### src/rtl/regfile_dump.sv
// regfile_dump: reads R0-R15 in pairs, snapshots Z/V/N at start, then streams 17 words over valid/ready
// Ports: clk/rst (sync, active-high); start begins a dump from IDLE; busy/done status;
//        SrcReg1/SrcReg2 -> SrcData1/SrcData2 register-file read ports; Z_out/V_out/N_out flags;
//        out_valid/out_ready/out_data/out_idx stream (idx 0-15 registers, 16 flag word).
module regfile_dump #(
   parameter int NUM_PAIRS = 8,
   parameter int DATA_W    = 16
) (
   input  logic              clk,
   input  logic              rst,
   input  logic              start,
   output logic              busy,
   output logic              done,
   output logic [3:0]        SrcReg1,
   output logic [3:0]        SrcReg2,
   input  logic [DATA_W-1:0] SrcData1,
   input  logic [DATA_W-1:0] SrcData2,
   input  logic              Z_out,
   input  logic              V_out,
   input  logic              N_out,
   output logic              out_valid,
   input  logic              out_ready,
   output logic [DATA_W-1:0] out_data,
   output logic [4:0]        out_idx
);
   typedef enum logic [2:0] {IDLE, FETCH, SEND_LO, SEND_HI, SEND_FLAGS, DONE} state_t;
   state_t              r_state, w_next;
   logic [2:0]          r_k;
   logic [DATA_W-1:0]   r_lo, r_hi, r_flag;
   logic                w_hs, w_last;
   assign w_hs   = out_valid & out_ready;
   assign w_last = (r_k == 3'(NUM_PAIRS - 1));
   always_comb begin
      w_next = r_state;
      case (r_state)
         IDLE:       w_next = start ? FETCH : IDLE;
         FETCH:      w_next = SEND_LO;
         SEND_LO:    w_next = w_hs ? SEND_HI : SEND_LO;
         SEND_HI:    w_next = !w_hs ? SEND_HI : (w_last ? SEND_FLAGS : FETCH);
         SEND_FLAGS: w_next = w_hs ? DONE : SEND_FLAGS;
         default:    w_next = IDLE;
      endcase
   end
   always_ff @(posedge clk) begin
      if (rst) begin
         r_state <= IDLE;
         r_k     <= '0;
         r_lo    <= '0;
         r_hi    <= '0;
         r_flag  <= '0;
      end else begin
         r_state <= w_next;
         if (r_state == IDLE && start) begin
            r_k    <= '0;
            r_flag <= {{(DATA_W-3){1'b0}}, Z_out, V_out, N_out};
         end
         if (r_state == FETCH) begin
            r_lo <= SrcData1;
            r_hi <= SrcData2;
         end
         if (r_state == SEND_HI && w_hs && !w_last) r_k <= r_k + 3'd1;
         if (r_state == DONE) r_k <= '0;
      end
   end
   // every output is a pure decode of registered state; out_ready only steers w_next
   assign busy      = r_state inside {FETCH, SEND_LO, SEND_HI, SEND_FLAGS};
   assign done      = (r_state == DONE);
   assign out_valid = r_state inside {SEND_LO, SEND_HI, SEND_FLAGS};
   assign SrcReg1   = busy ? {r_k, 1'b0} : 4'd0;
   assign SrcReg2   = busy ? {r_k, 1'b1} : 4'd0;
   assign out_data  = (r_state == SEND_LO)    ? r_lo   :
                      (r_state == SEND_HI)    ? r_hi   :
                      (r_state == SEND_FLAGS) ? r_flag : '0;
   assign out_idx   = (r_state == SEND_LO)    ? {1'b0, r_k, 1'b0} :
                      (r_state == SEND_HI)    ? {1'b0, r_k, 1'b1} :
                      (r_state == SEND_FLAGS) ? 5'd16             : 5'd0;
endmodule

### config.mk
export PLATFORM = sky130hd
export DESIGN_NAME = regfile_dump
export DESIGN_NICKNAME = d
export VERILOG_FILES = /design/src/rtl/regfile_dump.sv
export SDC_FILE = /design/constraint.sdc
export NUM_CORES = 1
export LEC_CHECK = 0
export ABC_AREA = 1
export BUFFER_PORTS_ARGS = -buffer_cell sky130_fd_sc_hd__buf_4
export CORE_MARGIN = 4
export CORE_UTILIZATION = 51
export DETAILED_ROUTE_END_ITERATION = 12
export PLACE_DENSITY = 0.83
export SYNTH_ARGS = -nofsm -noshare
export SYNTH_HDL_FRONTEND = slang
export SYNTH_SLANG_ARGS = --single-unit
### constraint.sdc
create_clock -name clk -period 2.94 [get_ports clk]
set_input_delay 0.294 -clock clk [delete_from_list [all_inputs] [get_ports clk]]
set_output_delay 0.294 -clock clk [all_outputs]
set_load 0.05 [all_outputs]
==> out/summary.txt <==
Worst-case clock buffer depth -> 2
Worst slew pin tran -> 0.689 ns
Cell with the most instances after synthesis -> inv_1
Worst Hold Class -> in2reg
Syn Area/Cell -> 7.32 µm²
Ordered cell list for the critical path -> nand3_1 -> o22ai_1 -> buf_4
Via count -> 1760
Synth warn -> 0
CTS Buf Count -> 5
DR WL/cell -> 11.7 µm
Overall Power -> 1.28 mW
Fmax -> 0.444 GHz
CP max-delay cell -> nand3_1
Final setup violation count -> 0
Power density over the cells -> 538 nW/µm²
Routed vias/inst -> 4.99
Grt ovf -> 0
Clock sink total -> 41
# IOs -> 71
Clk Latency, worst-skew pair -> 0.35 ns
Slew headroom -> 0.539
PortBufs -> 69
Pins Over Slew Limit -> 0
Critical path buffer and inverter count -> 1
FP Rows -> 21
CP peak stage delay -> 0.52 ns
Share of layout cells above drive strength 1 -> 0.267
CP Data Required Time -> 2.65 ns
Most common flop cell mapped by yosys -> dfxtp_1
Total GRT Usage -> 0.193
Endpoint type of the worst setup path -> primary output
H-Tree Depth -> 2
Total core area -> 3360 µm²
Non-Filler Instances -> 353
Max_cap viols -> 0
Fin Hold WS -> 0.118 ns
Post-route ant nets -> 0
Die area -> 4530 µm²
CP Max Fanout -> 17
Initial drt markers -> 103
Die H -> 67.3 µm
Number of synthesized flops with an enable pin -> 0
Endpoints failing hold -> 0
Final WS setup -> 0.688 ns
Fillers -> 311
Cell count after placement -> 345
Nets -> 347
Die X -> 67.3 µm
Worst clock skew -> 0.00803 ns
Post-cts resize count -> 0
Critical path class -> reg2out
Worst setup SP type -> flop
Post-DP HPWL -> 3100 µm
Postcts setup bufs -> 0
Clock transition at the registers of the reported paths -> 0.12 ns
Status -> finished, final reports clean
CTS tree -> built
Post-layout min period -> 2.25 ns
Clock root cell -> clkbuf_4
Critical path's top delay family -> simple AND/OR/NAND/NOR gates
Yosys top cell by area -> dfxtp_1
Drt pass-1 iters -> 4
Residual DRC -> 0
Fin crit share -> 0.766
RSZ-0062 raised after global routing -> false
First-pass GRT wire length -> 6610 µm
Vias in the first global route -> 1536
Routed Wire Length -> 4150 µm
Synth top cells by count -> 45 x inv_1, 41 x dfxtp_1, 37 x a21oi_1
Synthesized cell area -> 1790 µm²
Worst EP arrival -> 1.96 ns
Leakage power -> 1.08 nW
Synth cell types -> 19
Peak supply drop -> 0.388 mV
Starting density of the core -> 0.533
Top cells by area, synth -> dfxtp_1 46%, a21oi_1 10%, inv_1 9.4%, o21ai_0 9.2%, o22ai_1 4.5%
Yosys top cell area share -> 0.458
Pin count of the biggest net entering global routing -> 65
Cells after synthesis -> 245
Register area -> 821 µm²
Initial antenna violation count -> 0
Net Count, Synth -> 286
FFs w/ async S/R, synth -> 0
Layout Area Growth over Synthesis -> 32.6%
Dpl ws -> 1.09 ns
RD Place Congestion -> 0.839
#FFs+latches synth -> 41
Hold_buf cts -> 0
Diodes inserted -> 0
Sequential area share after synthesis -> 0.458
Multi-input logic area -> 701 µm²
Setup_tns -> 0 ns
[report_power, final]
| part | total [mW] | internal [mW] | switching [mW] |
|---|---|---|---|
| combinational | 0.265 | 0.0952 | 0.170 |
| clock | 0.385 | 0.202 | 0.183 |
| sequential | 0.628 | 0.609 | 0.0191 |
| total | 1.28 | 0.906 | 0.373 |
[through the flow]
step                      instance area, µm²  utilization
after floorplan                         1790            -
after global placement                  2290        0.680
after detailed placement                2290        0.680
after CTS                               2380        0.707
after global routing                    2380        0.707
final                                   2380        0.707
[cells in the final DEF (no fill, tap or decap)]
cell        instances
buf_4              71
inv_1              45
dfxtp_1            41
a21oi_1            37
o21ai_0            33
nand2_1            20
nor2_1             17
o22ai_1            13
nand3_1             8
clkbuf_4            5
o211ai_1            3
o21ai_1             3
inv_2               2
ha_1                2
nand3_2             1
nand3b_1            1
nor4_1              1
conb_1              1
bufinv_16           1
clkinvlp_4          1
clkbuf_8            1
[registers in the layout (all words and copies together), names as in the netlist]
name / cells
r_k: 3
r_hi: 16
r_state: 3
r_lo: 16
r_flag: 3
[worst paths after layout]
check / startpoint / endpoint / slack (ns) / cells past startpoint
worst max-delay path: r_state[0]$_SDFF_PP0_ / out_data[4] / 0.69 / 3
worst max register to register: r_state[2]$_SDFF_PP0_ / r_hi[11]$_SDFFE_PP0P_ / 1.48 / 5
worst min register to register: r_lo[1]$_SDFFE_PP0P_ / r_lo[1]$_SDFFE_PP0P_ / 0.46 / 2
worst min-delay path: rst / r_state[2]$_SDFF_PP0_ / 0.12 / 2
[worst reg2reg max path: stages (launching register included)]
cell	delay, ns
dfxtp_1	0.42
inv_2	0.09
nand3_2	0.08
buf_4	0.45
o21ai_0	0.22
a21oi_1	0.15
[cell type report]
cell class,count,share of cell area
Clock buffer,6,0.0216
Timing Repair Buffer,71,0.224
Tap cell,46,0.0242
Sequential cell,41,0.345
Clock inverter,2,0.0158
Multi-Input combinational cell,140,0.295
Inverter,47,0.0742
[layer usage]
layer  GRT usage  wire [µm]  vias up
met5           0          0        -
met4      0.0734         68        0
met3      0.0699        295        8
met2       0.324       2010       53
met1       0.224       1770      778
li1            -          -      921
[cell families (layout without fill, tap and decap cells)]
kind of cell    after synthesis  in the layout  synth area share
buf+inv                      64            126             0.151
flops                        41             41             0.458
fa+ha+maj                     2              2            0.0140
simple gates                 48             48             0.113
compound gates               89             89             0.262
other cells                   1              1           0.00209
No activity file was read; power rests on OpenSTA's default activity.
